--- src/rtl/digit_serial_subtractor_if.sv ---
// digit_serial_subtractor_if: start/done request bus and result flags for the digit-serial subtractor
interface digit_serial_subtractor_if #(parameter int BITS = 8);
    logic start;
    logic [BITS-1:0] minuend;
    logic [BITS-1:0] subtrahend;
    logic borrow_in;
    logic busy;
    logic done;
    logic [BITS-1:0] difference;
    logic borrow;
    logic zero;
    logic overflow;
    modport master (
        output start, minuend, subtrahend, borrow_in,
        input busy, done, difference, borrow, zero, overflow
    );
    modport slave (
        input start, minuend, subtrahend, borrow_in,
        output busy, done, difference, borrow, zero, overflow
    );
endinterface

--- src/rtl/digit_serial_subtractor.sv ---
// digit_serial_subtractor: computes minuend - subtrahend - borrow_in over BITS/DIGIT cycles, LSB digit first
module digit_serial_subtractor #(
    parameter int BITS = 8,
    parameter int DIGIT = 2
) (
    input logic clock,
    input logic reset,
    digit_serial_subtractor_if.slave bus
);
    if (DIGIT < 1 || BITS % DIGIT != 0) begin : g_bad_digit
        $error("digit_serial_subtractor: BITS must be a positive multiple of DIGIT");
    end
    localparam int N = BITS / DIGIT;
    localparam int CW = N > 1 ? $clog2(N) : 1;
    typedef enum logic [1:0] {IDLE, RUN, DONE} state_t;
    state_t state;
    logic [CW-1:0] count;
    logic [BITS-1:0] a, b, acc, next_acc;
    logic borrow_reg, last;
    logic [DIGIT:0] d;
    int base;
    assign base = int'(count) * DIGIT;
    assign d = {1'b0, a[base +: DIGIT]} - {1'b0, b[base +: DIGIT]} - {{DIGIT{1'b0}}, borrow_reg};
    // new digit enters at the MSB so digit 0 ends up at the LSB after N shifts
    assign next_acc = BITS'({d[DIGIT-1:0], acc} >> DIGIT);
    assign last = count == CW'(N - 1);
    always_ff @(posedge clock) begin
        if (reset) begin
            state <= IDLE;
            count <= '0;
            a <= '0;
            b <= '0;
            acc <= '0;
            borrow_reg <= 1'b0;
            bus.busy <= 1'b0;
            bus.done <= 1'b0;
            bus.difference <= '0;
            bus.borrow <= 1'b0;
            bus.zero <= 1'b0;
            bus.overflow <= 1'b0;
        end else begin
            bus.done <= 1'b0;
            if (state == RUN) begin
                acc <= next_acc;
                borrow_reg <= d[DIGIT];
                count <= count + 1'b1;
                if (last) begin
                    state <= DONE;
                    bus.busy <= 1'b0;
                    bus.done <= 1'b1;
                    bus.difference <= next_acc;
                    bus.borrow <= d[DIGIT];
                    bus.zero <= next_acc == '0;
                    bus.overflow <= (a[BITS-1] != b[BITS-1]) && (next_acc[BITS-1] != a[BITS-1]);
                end
            end else if (bus.start) begin
                state <= RUN;
                a <= bus.minuend;
                b <= bus.subtrahend;
                borrow_reg <= bus.borrow_in;
                count <= '0;
                bus.busy <= 1'b1;
            end else begin
                state <= IDLE;
            end
        end
    end
endmodule

--- src/flat_wrapper.sv ---
// flat-port wrapper written by rule: the top's interface ports become plain ports
module digit_serial_subtractor_flat 
#(
    parameter int BITS = 8,
    parameter int DIGIT = 2
)
  (clock, reset, bus_start, bus_minuend, bus_subtrahend, bus_borrow_in, bus_busy, bus_done, bus_difference, bus_borrow, bus_zero, bus_overflow);
  digit_serial_subtractor_if #(.BITS(BITS)) bus_i ();
  input logic clock;
  input logic reset;
  input wire logic [$bits(bus_i.start)-1:0] bus_start;
  input wire logic [$bits(bus_i.minuend)-1:0] bus_minuend;
  input wire logic [$bits(bus_i.subtrahend)-1:0] bus_subtrahend;
  input wire logic [$bits(bus_i.borrow_in)-1:0] bus_borrow_in;
  output wire logic [$bits(bus_i.busy)-1:0] bus_busy;
  output wire logic [$bits(bus_i.done)-1:0] bus_done;
  output wire logic [$bits(bus_i.difference)-1:0] bus_difference;
  output wire logic [$bits(bus_i.borrow)-1:0] bus_borrow;
  output wire logic [$bits(bus_i.zero)-1:0] bus_zero;
  output wire logic [$bits(bus_i.overflow)-1:0] bus_overflow;
  assign bus_i.start = bus_start;
  assign bus_i.minuend = bus_minuend;
  assign bus_i.subtrahend = bus_subtrahend;
  assign bus_i.borrow_in = bus_borrow_in;
  assign bus_busy = bus_i.busy;
  assign bus_done = bus_i.done;
  assign bus_difference = bus_i.difference;
  assign bus_borrow = bus_i.borrow;
  assign bus_zero = bus_i.zero;
  assign bus_overflow = bus_i.overflow;
  digit_serial_subtractor #(.BITS(BITS), .DIGIT(DIGIT)) u_core (.clock(clock), .reset(reset), .bus(bus_i));
endmodule
--- config.mk ---
export PLATFORM = sky130hd
export DESIGN_NAME = digit_serial_subtractor_flat
export DESIGN_NICKNAME = d
export VERILOG_FILES = /design/src/rtl/digit_serial_subtractor_if.sv /design/src/rtl/digit_serial_subtractor.sv /design/src/flat_wrapper.sv
export SDC_FILE = /design/constraint.sdc
export NUM_CORES = 1
export LEC_CHECK = 0
export BUFFER_PORTS_ARGS = -buffer_cell sky130_fd_sc_hd__buf_2
export CAP_MARGIN = 20
export CORE_MARGIN = 5
export CORE_UTILIZATION = 45
export DETAILED_ROUTE_END_ITERATION = 10
export PLACE_DENSITY = 0.67
export SLEW_MARGIN = 0
export SYNTH_ARGS = -nofsm -noshare
export SYNTH_HDL_FRONTEND = slang
export SYNTH_SLANG_ARGS = --single-unit
--- constraint.sdc ---
create_clock -name clock -period 5.4 [get_ports clock]
set_input_delay 0.81 -clock clock [delete_from_list [all_inputs] [get_ports clock]]
set_output_delay 0.81 -clock clock [all_outputs]
set_load 0.01 [all_outputs]
After elaboration in Yosys (flattened, before gate mapping):

Index checks and enable logic that the tools add are counted.

* bitwise logic cells: 1
* add/sub/neg operators: 3
* $mul: 0
* equality and inequality tests: 5
* order comparisons: 0
* divide/modulo/power cells: 0
* reduce and logical (&&, ||, !) cells: 7
* shifts and indexed selects: 2
* muxes and demuxes: 11

Operators by type and width (number)
* variable part select 8 x 4 -> 2 bit: 2
* zero test 8 bit: 1
* two-way mux 2 bit: 4
* two-way mux 1 bit: 7
* AND reduction 2 bit: 3
* subtractor 2 x 2 -> 3 bit: 1
* subtractor 3 x 1 -> 3 bit: 1
* adder 2 x 1 -> 2 bit (second input constant): 1
* equality test 2 x 1 -> 1 bit (second input constant): 1
* equality test 2 bit (second input constant): 1
* != test 1 bit: 2
* != test 2 x 1 -> 1 bit (second input constant): 1
* nonzero test 2 bit: 1
* OR reduction 2 bit: 1
* logical AND 1 bit: 1
* inverter 1 bit: 1

* memories kept: 0
* latch bits: 0
* bits in registers: 42
* RAM bits: 0
* ROM bits: 0
* logic and storage cells: 41
* input bits: 20
* output and inout bits: 13

Depth between registers and ports, before layout:

* depth after elaboration: 5
* gate-level depth with buffers: 9
* gate-level depth less buffers: 8

Worst setup path after synthesis:

No wires, ideal clock.

* path type: reg2reg
* from: register u_core.count[0]
* to: register u_core.bus.zero
* path slack: 3.012 ns
* arrival: 2.328 ns
* stages on the path, launching flop included: 8
* clock period less this slack: 2.388 ns
* library setup time: 0.060 ns
* buffers on the path: 1
* required time: 5.340 ns
* path through: dfxtp_1 -> buf_6 -> mux4_2 -> fa_1 -> inv_1 -> fa_1 -> nor4b_1 -> a32o_1

* cells in the longest elaborated chain, start to end: 4
* elaborated cells between the ends (all ways): 7
* those cells by class: add/sub: 2; eq/ne: 1; shift: 2; reduce/logical: 2

Ends and longest elaborated chain
* start, declared: line digit_serial_subtractor.sv:17 `logic [CW-1:0] count;`
* start signal, assigned: line digit_serial_subtractor.sv:46 `count <= count + 1'b1;`
* variable part select 8 x 4 -> 2 bit: line digit_serial_subtractor.sv:23 `assign d = {1'b0, a[base +: DIGIT]} - {1'b0, b[base +: DIGIT]} - {{DIGIT{1'b0}}, borrow_reg};`
* subtractor 2 x 2 -> 3 bit *: line digit_serial_subtractor.sv:23
* subtractor 3 x 1 -> 3 bit *: line digit_serial_subtractor.sv:23
* via u_core.d[1]: line digit_serial_subtractor.sv:20 `logic [DIGIT:0] d;`
* zero test 8 bit *: line digit_serial_subtractor.sv:53 `bus.zero <= next_acc == '0;`
* end signal, assigned: line digit_serial_subtractor.sv:39 `bus.zero <= 1'b0;`
* end signal, assigned: line digit_serial_subtractor.sv:53
* end, declared: line digit_serial_subtractor_if.sv:19 `output busy, done, difference, borrow, zero, overflow`

Mark *: on every way through the listed nets, which the timed path passes. The rest lies on a longest branch.
A chain may end at the register's enable or synchronous reset.

Worst setup path in the final report:

Same ends and word-level chain as after synthesis.

==> flow_summary.toml <==
[yosys]
yosys_warnings = 0
async_flop_share_pct = 0
synth.cell_area_mm2 = 0.00167
synth-seq-cells = 40
avgSynthCellArea_um2 = 10.2
syn_nets = 187
synth-edff-count = 0
yosysUniqueCellTypes = 33
syn_inst = 164
synthFlopType = "dfxtp_1"
seq_area_frac_synth_pct = 48.1

[flow_run]
max-cap-violations = 0

[routing]
ant_nets = 0
drc = 0
vias = 1254
drtIter0Drc = 80
viasPerCell = 5.27
dr.pass1.iters = 4
wire_per_inst_um = 13.5
drt_wl_total_um = 3220

[global_routing]
grt_pass1_wl_um = 5530
grt_max_degree = 30
overflow = 0
grt_pass1_vias = 1225
grtUsageTotal_pct = 14.2
antenna_found_initial = 0

[cells_and_area]
antennaDiodeCount = 0
drive_gt1_share_pct = 25.3
fin_area_mm2 = 0.00185
final_util_pct = 51.0
multi_input_area_um2 = 714
final_cells = 238
finish.net_count = 212
fillers = 363
syn2layout_area_growth_pct = 11.3
top_regs = "u_core.a x8, u_core.b x8, u_core.bus.difference x8"
regArea_um2 = 801

[sta]
layout_min_cycle_time_ps = 2580
fmax_mhz = 388
hold_ws_ps = 463
worst_pin_slew_ps = 918
rsz0062_at_grt = "no"
final_max_slew_viol_count = 0
timing.final.crit_share_pct = 47.8
max_slew_margin_pct = 38.8
finalHoldViolCount = 0
fin_worst_skew_ps = 5.45
final-setup-viol-count = 0
tns_ps = 0
setup_slack_ps = 2820

[placed_design]
dp.cells = 230
dp_hpwl_um = 2310
gp_congestion = 0.721
port_buffers = 32
dpl_worst_slack_ps = 2820
postPlaceCellArea_mm2 = 0.00176

[floorplan]
rows = 22
initial_core_util_pct = 45.8
ioPinCount = 33
die_y_um = 70.8
die_w_um = 70.8
die_area_mm2 = 0.00502
design.core.area_mm2 = 0.00363

[critical_path]
crit_path_cell_trace = "mux4_2 > fa_1 > inv_1 > fa_1 > nor4b_1 > a32o_1"
crit_type = "reg -> reg"
crit_path_end_kind = "flop"
worst_setup_path_start_kind = "flop"
critPathMaxStageDelay_ps = 560
required_ps = 5630
worst-endpoint-arrival_ps = 2810
worstPathMaxFanout = 7
critical_path_buf_inv_count = 1
crit_top_cell = "fa_1"
crit_slowest_cell = "mux4_2"
crit_family = "adder cells"

[clock_tree]
ctsHoldBuffers = 0
clk_path_buf_depth = 2
h-tree-depth = 2
cts_num_sinks = 40
cts_root_buffer = "clkbuf_8"
cts-buffers-inserted = 5
postCtsSetupBuffers = 0
cts_resized = 0
path_clk_slew_ps = 70
cts_tree = "done"
clock_latency_ps = 290

[outcome]
status = "finished, final reports clean"

[hold_path]
worstHoldPathType = "reg -> reg"

[power_and_ir_drop]
finalPower_mw = 0.578
vdd_drop_max_v = 0.000210
power-per-cell-area_mw_per_mm2 = 312
power.leakage_nw = 0.754
## where the power goes
| part | switching [mW] | internal [mW] |
|---|---|---|
| clock network | 0.0941 | 0.104 |
| registers | 0.00895 | 0.307 |
| logic | 0.0363 | 0.0276 |
## final timing paths
check             slack [ps]         startpoint  cells past startpoint                 to
setup / recovery        2820    u_core.count[0]                      6    u_core.bus.zero
hold / removal           460  u_core.bus.borrow                      1  u_core.bus.borrow
setup reg to reg        2820    u_core.count[0]                      6    u_core.bus.zero
hold reg to reg          460  u_core.bus.borrow                      1  u_core.bus.borrow
## Yosys cell counts, types with 2 or more instances
cell type / number / area share (%)
nand2_1: 11 / 2.5
a22o_1: 8 / 4.2
nor2b_1: 2 / 0.75
inv_1: 5 / 1.1
dfxtp_1: 40 / 48
a21oi_1: 24 / 7.2
buf_6: 6 / 4.1
fa_1: 2 / 2.4
a211oi_1: 2 / 0.90
mux4_2: 4 / 5.4
o2bb2ai_1: 2 / 1.1
nand2b_1: 3 / 1.1
o21ai_1: 11 / 3.3
o21ai_0: 6 / 1.8
buf_2: 3 / 0.90
nand3_1: 18 / 5.4
## cell families after synthesis
family                     after synthesis  share of synthesized area, %
buffers and inverters                   20                          9.01
DFF                                     40                          48.1
adders and majority gates                3                          3.16
and+or+nand+nor                         40                          13.5
muxes                                    4                          5.41
AOI/OAI and AO/OA                       57                          20.8
## layer usage
metal,share of wire [%],wire length [um],track usage (%),up-vias
met2,48,1540,23.0,22
met4,2.0,65,6.89,0
met1,44,1420,16.5,590
met5,0,0,0,-
met3,6.0,192,5.26,6
li1,-,-,-,636
## placed cells by master (no fill, tap or decap)
cell and n:
buf_2 32, nand3b_1 1, a32o_1 1, nand3b_4 1, nand2_1 11, a211oi_1 2
nor2b_4 1, mux4_2 4, o21ai_0 6, inv_1 5, o2bb2ai_1 2, a21oi_2 1
a21oi_1 24, clkbuf_1 2, nor2_2 1, a22o_1 8, ha_1 1, nand3_1 18
nor4_1 1, clkbuf_8 6, o21ai_1 11, fa_1 2, a211oi_2 1, dfxtp_1 40
nor2b_1 2, nor4b_1 1, a21boi_1 1, clkinv_4 1, nand2b_1 3
## worst reg2reg max path: cells and delay by family, from the launching register on
kind                       cells  cell delay [ps]
adders and majority gates      2              880
muxes                          1              560
and+or+nand+nor                1              310
DFF                            1              500
buffers and inverters          1               80
AOI/OAI and AO/OA              1              200
## final cells by class
type / instances / area share [%]
flip-flops and latches: 40 / 43.2
multi-input cells: 104 / 38.6
repair buffers: 32 / 8.64
clock buffers: 8 / 4.86
well taps: 48 / 3.24
inverters: 6 / 1.49
Power figures use the tool's default switching activity.
